===== src/rtl/capture_ring_sched.sv =====
// Record-slot scheduler for the capture-to-host write path: takes packet descriptors, allocates
// space in a circular host ring, issues one start command per record and tracks completion.
module capture_ring_sched #(
    parameter int unsigned HDR_BYTES      = 16,
    parameter int unsigned MAX_PKT        = 2048,
    parameter int unsigned TIMEOUT_CYCLES = 65535
) (
    input  logic        clk,
    input  logic        reset,
    input  logic        enable,
    input  logic [31:0] ring_base,
    input  logic [31:0] ring_size,
    input  logic [31:0] host_rd_ptr,
    input  logic        desc_valid,
    output logic        desc_ready,
    input  logic [31:0] desc_begin,
    input  logic [31:0] desc_end,
    output logic        wr_ctrl,
    output logic [31:0] control,
    output logic [31:0] pkt_begin,
    output logic [31:0] pkt_end,
    output logic [31:0] write_address,
    input  logic        wr_ctrl_rdy,
    output logic [31:0] wr_ptr,
    output logic [31:0] pkt_count,
    output logic [15:0] drop_count,
    output logic        busy,
    output logic        err
);

    localparam logic [31:0] HdrBytes      = 32'(HDR_BYTES);
    localparam logic [31:0] MaxPkt        = 32'(MAX_PKT);
    localparam logic [31:0] TimeoutCycles = 32'(TIMEOUT_CYCLES);

    typedef enum logic [2:0] {
        StIdle,
        StCalc,
        StWaitSpace,
        StIssue,
        StWaitDone,
        StError
    } state_e;

    state_e      state_q, state_d;
    logic [31:0] pkt_begin_q, pkt_begin_d;
    logic [31:0] pkt_end_q, pkt_end_d;
    logic [31:0] wr_ptr_q, wr_ptr_d;
    logic [15:0] seq_q, seq_d;
    logic [31:0] pkt_count_q, pkt_count_d;
    logic [15:0] drop_count_q, drop_count_d;
    logic        err_q, err_d;
    logic [31:0] gap_q, gap_d;
    logic        wrap_q, wrap_d;
    logic [31:0] addr_q, addr_d;
    logic        wr_ctrl_q, wr_ctrl_d;
    logic [31:0] tmo_q, tmo_d;
    logic        enable_q;

    logic [31:0] len;
    logic [31:0] rec;
    logic [31:0] room;
    logic [31:0] gap_calc;
    logic [31:0] gap_use;
    logic [31:0] occ;
    logic [31:0] free_bytes;
    logic [32:0] need;
    logic [31:0] offset;
    logic [31:0] next_ptr;
    logic        len_bad;
    logic        fits;
    logic        accept;
    logic        drop_inc;

    assign len      = pkt_end_q - pkt_begin_q;
    assign len_bad  = (len == 32'd0) || (len > MaxPkt);
    assign rec      = HdrBytes + ((len + 32'd3) & ~32'd3);
    assign room     = ring_size - wr_ptr_q;
    assign gap_calc = (room < rec) ? room : 32'd0;

    // Both pointers live in [0, ring_size), so one conditional add replaces the modulo.
    assign occ        = (wr_ptr_q >= host_rd_ptr) ? (wr_ptr_q - host_rd_ptr)
                                                  : (wr_ptr_q - host_rd_ptr + ring_size);
    assign free_bytes = ring_size - occ;
    assign gap_use    = (state_q == StCalc) ? gap_calc : gap_q;
    assign need       = {1'b0, gap_use} + {1'b0, rec};
    assign fits       = need < {1'b0, free_bytes};

    assign offset   = wrap_q ? 32'd0 : wr_ptr_q;
    assign next_ptr = offset + rec;

    assign desc_ready = (state_q == StIdle) && enable && !err_q && !reset;
    assign accept     = desc_valid && desc_ready;

    always_comb begin
        state_d      = state_q;
        pkt_begin_d  = pkt_begin_q;
        pkt_end_d    = pkt_end_q;
        wr_ptr_d     = wr_ptr_q;
        seq_d        = seq_q;
        pkt_count_d  = pkt_count_q;
        drop_count_d = drop_count_q;
        err_d        = err_q;
        gap_d        = gap_q;
        wrap_d       = wrap_q;
        addr_d       = addr_q;
        wr_ctrl_d    = 1'b0;
        tmo_d        = tmo_q;
        drop_inc     = 1'b0;

        unique case (state_q)
            StIdle: begin
                if (accept) begin
                    pkt_begin_d = desc_begin;
                    pkt_end_d   = desc_end;
                    state_d     = StCalc;
                end
            end
            StCalc: begin
                if (len_bad) begin
                    drop_inc = 1'b1;
                    state_d  = StIdle;
                end else begin
                    gap_d = gap_calc;
                    // Space check folded into CALC so an unstalled record issues at N+2.
                    if (fits) begin
                        addr_d    = ring_base + ((gap_calc != 32'd0) ? 32'd0 : wr_ptr_q);
                        wrap_d    = (gap_calc != 32'd0);
                        wr_ctrl_d = 1'b1;
                        state_d   = StIssue;
                    end else begin
                        state_d = StWaitSpace;
                    end
                end
            end
            StWaitSpace: begin
                if (fits) begin
                    addr_d    = ring_base + ((gap_q != 32'd0) ? 32'd0 : wr_ptr_q);
                    wrap_d    = (gap_q != 32'd0);
                    wr_ctrl_d = 1'b1;
                    state_d   = StIssue;
                end else if (!enable) begin
                    drop_inc = 1'b1;
                    state_d  = StIdle;
                end
            end
            StIssue: begin
                tmo_d   = 32'd0;
                state_d = StWaitDone;
            end
            StWaitDone: begin
                if (wr_ctrl_rdy) begin
                    wr_ptr_d    = (next_ptr == ring_size) ? 32'd0 : next_ptr;
                    seq_d       = seq_q + 16'd1;
                    pkt_count_d = pkt_count_q + 32'd1;
                    state_d     = StIdle;
                end else if (tmo_q + 32'd1 == TimeoutCycles) begin
                    err_d   = 1'b1;
                    state_d = StError;
                end else begin
                    tmo_d = tmo_q + 32'd1;
                end
            end
            StError: begin
                state_d = StError;
            end
            default: begin
                state_d = StIdle;
            end
        endcase

        if (drop_inc && (drop_count_q != 16'hFFFF)) begin
            drop_count_d = drop_count_q + 16'd1;
        end

        if (enable && !enable_q) begin
            wr_ptr_d = 32'd0;
            seq_d    = 16'd0;
        end
    end

    always_ff @(posedge clk) begin
        if (reset) begin
            state_q      <= StIdle;
            pkt_begin_q  <= 32'd0;
            pkt_end_q    <= 32'd0;
            wr_ptr_q     <= 32'd0;
            seq_q        <= 16'd0;
            pkt_count_q  <= 32'd0;
            drop_count_q <= 16'd0;
            err_q        <= 1'b0;
            gap_q        <= 32'd0;
            wrap_q       <= 1'b0;
            addr_q       <= 32'd0;
            wr_ctrl_q    <= 1'b0;
            tmo_q        <= 32'd0;
            enable_q     <= 1'b0;
        end else begin
            state_q      <= state_d;
            pkt_begin_q  <= pkt_begin_d;
            pkt_end_q    <= pkt_end_d;
            wr_ptr_q     <= wr_ptr_d;
            seq_q        <= seq_d;
            pkt_count_q  <= pkt_count_d;
            drop_count_q <= drop_count_d;
            err_q        <= err_d;
            gap_q        <= gap_d;
            wrap_q       <= wrap_d;
            addr_q       <= addr_d;
            wr_ctrl_q    <= wr_ctrl_d;
            tmo_q        <= tmo_d;
            enable_q     <= enable;
        end
    end

    assign wr_ctrl       = wr_ctrl_q;
    assign control       = {seq_q, 15'b0, wrap_q};
    assign pkt_begin     = pkt_begin_q;
    assign pkt_end       = pkt_end_q;
    assign write_address = addr_q;
    assign wr_ptr        = wr_ptr_q;
    assign pkt_count     = pkt_count_q;
    assign drop_count    = drop_count_q;
    assign busy          = (state_q != StIdle);
    assign err           = err_q;

endmodule


===== config.mk =====
export PLATFORM = sky130hd
export DESIGN_NAME = capture_ring_sched
export DESIGN_NICKNAME = d
export VERILOG_FILES = /design/src/rtl/capture_ring_sched.sv
export SDC_FILE = /design/constraint.sdc
export NUM_CORES = 1
export LEC_CHECK = 0
export ABC_AREA = 1
export BUFFER_PORTS_ARGS = -buffer_cell sky130_fd_sc_hd__buf_2
export CAP_MARGIN = 20
export CORE_MARGIN = 5
export CORE_UTILIZATION = 54
export CTS_BUF_LIST = sky130_fd_sc_hd__clkbuf_8
export DETAILED_ROUTE_END_ITERATION = 8
export GPL_TIMING_DRIVEN = 0
export PLACE_DENSITY = 0.79
export SETUP_SLACK_MARGIN = 0.02
export SLEW_MARGIN = 20
export SYNTH_ARGS = -nofsm -noshare
export SYNTH_HDL_FRONTEND = slang
export SYNTH_SLANG_ARGS = --single-unit

===== constraint.sdc =====
create_clock -name clk -period 9.5 [get_ports clk]
set_input_delay 0.475 -clock clk [delete_from_list [all_inputs] [get_ports clk]]
set_output_delay 0.475 -clock clk [all_outputs]
set_load 0.005 [all_outputs]

After elaboration in Yosys (flattened, before gate mapping) --
Cells that the tools add are included. W data, S select, Z words.
Storage, ports and cells: flip-flop bits (word level) 263, ROM bits 0, memory bits (writable) 0, logic and storage cells 109, memories 0, input port bits 165, bits in latches 0
Cells by class: eq/ne operators 16, divide/modulo/power cells 0, multipliers 0, shift-type cells 0, order comparisons 4, multiplexer cells 33, reductions and logical operators 25, bitwise gates (word level) 2, add/sub/neg operators 15
Operators with widths (count):
- $mux W32 | 12
- $add A32 B32 Y32 | 4
- $pmux W32 S2 | 2
- $sub A32 B32 Y32 | 4
- $add A32 B1 Y32 const B | 2
- $reduce_bool A32 Y1 | 2
- $add A32 B32 Y33 | 1
- $lt A33 B32 Y1 | 1
- $add A16 B1 Y16 const B | 2
- $add A32 B2 Y32 const B | 1
- $add A5 B32 Y32 const A | 1
- $eq A32 B16 Y1 const B | 1
- $eq A32 B32 Y1 | 1
- $ge A32 B32 Y1 | 1
- $gt A32 B12 Y1 const B | 1
- $logic_not A32 Y1 | 1
- $lt A32 B32 Y1 | 1
- $pmux W3 S6 | 1
- $ne A16 B16 Y1 const B | 1
- $mux W3 | 5
- $ne A2 B2 Y1 const B | 6
- $mux W1 | 9
- $reduce_and A3 Y1 | 3
- $eq A3 B2 Y1 const B | 2
- other kinds (15) | 30

Longest topological paths before layout --
depth in word-level cells 11, mapped depth 88, mapped depth without buffers 86

Worst setup path after synthesis --
No wires, ideal clock.
path kind flip-flop to flip-flop, start point reg pkt_end_q[0], in the netlist pkt_end[0], end point reg addr_q[16], in the netlist write_address[16], period minus slack after synthesis 9039 ps, setup slack 461 ps, data required time 9384 ps, arrival time 8923 ps, stages on the path, launching flop included 64, library setup time 116 ps, buffers on the path 3, path through dfxtp_1 -> inv_1 -> ha_1 -> inv_1 -> fa_1 -> nand2_1 -> nand2_1 -> nor2_2 -> nand3_1 -> nor2_2 -> nand3_2 -> nor2_4 -> nand2_2 -> nor2_4 -> nand3_1 -> nand2_2 -> nand2_1 -> nor2_1 -> (+28 left out) -> nand2_1 -> nand2_1 -> a21oi_1 -> o21ai_0 -> xor2_1 -> ha_1 -> a21oi_1 -> o21ai_0 -> a21oi_1 -> nor2_1 -> o21ai_0 -> nand4_1 -> nor2_1 -> nand2_4 -> a21oi_4 -> buf_6 -> o21ai_1 -> o211a_1
On the way: longest elaborated chain between the ends 11, elaborated cells on any way between the ends 21, classes of those cells 5 x add/sub; 3 x order compare; 3 x eq/ne; 6 x mux; 4 x reduce/logical
Ends and longest elaborated chain:
- start, declared | RTL line 46 | logic [31:0] pkt_end_q, pkt_end_d;
- start signal, assigned | RTL line 200 | pkt_end_q <= pkt_end_d;
- $sub A32 B32 Y32 * | RTL line 74 | assign len = pkt_end_q - pkt_begin_q;
- branches (longest 10 deep; another with $add A32 B32 Y33)
- end signal, assigned | RTL line 208 | addr_q <= addr_d;
- end, declared | RTL line 54 | logic [31:0] addr_q, addr_d;
Mark *: on every way between the ends. The select of a mux whose other input is x is not followed. A chain may end at the register's enable or synchronous reset.

Worst setup path in the final report --
start point reg pkt_end_q[0], in the netlist pkt_end[0], end point reg addr_q[13], in the netlist write_address[13]
The elaborated chain is that of the path after synthesis.

==> results.toml <==
[grt]
grt_pass1_wl_mm = 151
grtUsageTotal_pct = 32.8
grt_max_degree = 16
grt.overflow.total = 0
first_global_vias = 29400
antenna_found_initial = 12

[setup_path]
path_max_fanout = 8
reg2reg_slack_ns = -0.43
slowest_delay_ns = 0.39
cp.arrival_ns = 10.51
crit_required_ns = 10.08
worst_setup_path_end_kind = "flop"
r2r_end = "write_address[13]$_SDFFE_PP0P_"
r2r-start = "pkt_end[0]$_SDFFE_PP0P_"
crit_path_end = "write_address[13]$_SDFFE_PP0P_"
crit_top_cell = "nand2_1"
cp.depth = 63
crit_path_start = "pkt_end[0]$_SDFFE_PP0P_"
start_kind = "flop"
path_buf_inv = 11
slowest_stage = "fa_2"
critPathKind = "flop to flop"
cpLargestDelayFamily = "simple AND/OR/NAND/NOR gates"
reg2reg_depth = 63

[routing]
drt_wl_total_mm = 99.0
drc_errors = 0
wire_per_inst_um = 17.6
first_pass_iters = 6
vias = 31800
detail_route.vias_per_cell = 5.64
ant_nets = 0
first_iter_violations = 2741

[timing]
fin_crit_ns = 9.93
drv_slew = 0
fin_skew_ns = 0.0342
setup_viol = 51
post-route-period-util_pct = 105
max_freq_ghz = 0.101
fin_ws_ns = -0.429
rsz0062_at_grt = "true"
slew_headroom_pct = 28.5
finalHoldViolCount = 0
worstMarginPinSlew_ns = 1.07

[die]
die_area_um2 = 55500
start_util_pct = 54.7
boundaryPins = 377
rows = 82
chipHeight_um = 236
core-area_um2 = 50300
dieWidth_um = 236

[place]
io_buffers = 361
dpl.hpwl_mm = 76.6
dpl_worst_slack_ns = -2.18
dp.cells = 5387
gp_congestion = 0.984

[pwr]
ir_worst_vdd_mv = 0.106
power_density_nw_per_um2 = 166
p_leak_nw = 16.9

[yosys]
async_flop_share_pct = 0
synthMuxAreaShare_pct = 0
synth_cell_types = 60
synth_top_family_by_area = "simple AND/OR/NAND/NOR gates"
synth-simple-area-share_pct = 30.0
synth-xor-area-share_pct = 9.12
synth_area_um2 = 27500
yosysTopAreaCell = "dfxtp_1"
synthTopCellsByArea = "dfxtp_1 (19%), nand2_1 (14%), ha_1 (14%)"
synth-seq-cells = 263
synth_edf_count = 0
synthAdderAreaFrac_pct = 14.3
synth-main-ff-cell = "dfxtp_1"
synth_top_area_share_pct = 19.1
synth_seq_area_share_pct = 19.1
ys_warn_count = 0
syn_area_per_cell_um2 = 6.33
synth_cells = 4340
synth_compound_area_share_pct = 17.8

[clock_network]
cts-hold-fix-buffers = 0
cts_buffers = 49
clk_latency_ns = 0.67
cts_tree = "yes"
htree_levels = 2
path_clk_slew_ns = 0.07
root_buffer = "clkbuf_8"
clkSinkCount = 263
cts_buffer_depth = 3

[final_layout]
nets = 5395
area_growth_pct = 23.5
fill_cells = 4539
instances_no_fill = 5637
final_cell_mix = "nand2_1 (971), inv_1 (531), a21oi_1 (396)"
final_common_cell = "nand2_1"
drive_gt1_share_pct = 19.5
fin_util_pct = 67.5

[status]
violations = "setup timing"
status = "complete, but fails checks"

[flow_run]
maxCapViolations = 0

[worst_hold_path]
min_path_type = "input port to flop"
-- power breakdown --
group	switching, mW	internal (mW)	leakage, nW
clock network	0.561	0.719	0.624
logic	2.02	1.21	14.1
registers	0.0133	1.12	2.13
-- metrics by stage --
step | setup TNS (ns) | cell area, um^2 | power, mW | hold slack (ns)
6_report | -16.01 | 33900 | 5.64 | 0.0597
5_1_grt | -36.45 | 33900 | 6.02 | 0.0488
4_1_cts | -1.31 | 32900 | 5.35 | 0.0269
3_5_place_dp | -106.53 | 30200 | 3.78 | 0.454
3_3_place_gp | -101.50 | 30200 | 3.73 | 0.448
2_1_floorplan | 0 | 27500 | 3.16 | 0.440
-- cell families (layout without fill, tap and decap cells) --
family / Yosys count / count (layout)
adder cells (fa/ha/maj): 310 / 310
XOR/XNOR: 284 / 284
flip-flops: 263 / 263
other: 1 / 21
buffers and inverters: 657 / 1262
AO/OA/AOI/OAI: 894 / 894
AND/OR/NAND/NOR: 1931 / 1931
-- what timing repair did --
| item | 4_1_cts | 5_1_grt |
|---|---|---|
| setup buffers | 110 | 39 |
| pin swaps | 96 | 99 |
| setup endpoints to repair | 52 | 52 |
| cloned | 6 | 2 |
| gates resized for setup | 175 | 180 |
-- worst min-delay path: stages --
cell,delay [ns]
buf_2,0.07
o21ai_0,0.07
nor2_1,0.07
-- per-layer routing --
layer  part of all wire, %  GRT usage (%)  vias up
met1                    41           41.8    14600
li1                      -              -    15600
met2                    45           53.9     1344
met3                   9.8           8.41      296
met5                 0.084              0        -
met4                   4.0           11.6       12
-- final cells by class --
cell class,instances,area (um^2),share of cell area [%]
Inverter,543,2050,6.05
Clock buffer,64,881,2.60
Multi-Input combinational cell,3434,20900,61.5
Timing Repair Buffer,515,3120,9.19
Timing Repair inverter,1,5.00,0.0147
Tap cell,672,841,2.48
Antenna cell,6,15.0,0.0442
Sequential cell,263,5270,15.5
Buffer,113,638,1.88
Clock inverter,26,246,0.726
-- worst min-delay path by stage --
stage	from	cells past startpoint	to	slack, ns
global route	desc_end[26]	3	pkt_end[26]$_SDFFE_PP0P_	0.05
global placement	write_address[9]$_SDFFE_PP0P_	2	write_address[9]$_SDFFE_PP0P_	0.45
CTS	desc_end[26]	3	pkt_end[26]$_SDFFE_PP0P_	0.03
detailed placement	write_address[2]$_SDFFE_PP0P_	2	write_address[2]$_SDFFE_PP0P_	0.45
finish	desc_end[17]	3	pkt_end[17]$_SDFFE_PP0P_	0.06
floorplan	tmo_q[30]$_SDFFE_PP0P_	2	tmo_q[30]$_SDFFE_PP0P_	0.44
-- synthesized netlist by cell type, types with 3 or more instances --
library cell  count
a211oi_1         18
a21boi_0         11
a21o_1            8
a21oi_1         427
a221oi_1          4
a31oi_1          15
and2_1            3
buf_1             3
buf_2             6
buf_4            18
buf_6            11
clkbuf_1         76
clkinv_1          3
dfxtp_1         263
fa_1              8
ha_1            302
inv_1           528
inv_2            12
nand2_1        1030
nand2_2          36
nand2_4           4
nand3_1         217
nand3_2          12
nand3b_1          9
nand4_1          80
nor2_1          417
nor2_2           22
nor2_4            5
nor3_1           49
nor3b_1           5
nor4_1           31
o211a_1           8
o211ai_1         33
o21a_1           12
o21ai_0         290
o21ai_1          22
o21ai_2           3
o21bai_1         13
o221ai_1          5
o31ai_1          11
o41ai_1           4
or2_2             6
xnor2_1          94
xor2_1          188
-- registers in the layout, indices dropped and copies added (netlist names) --
name	flops
write_address	32
seq_q	16
wrap_q	1
state_q	3
drop_count	16
tmo_q	32
pkt_end	32
wr_ptr	32
pkt_count	32
wr_ctrl	1
enable_q	1
gap_q	32
pkt_begin	32
err	1
Power figures use the tool's default switching activity.
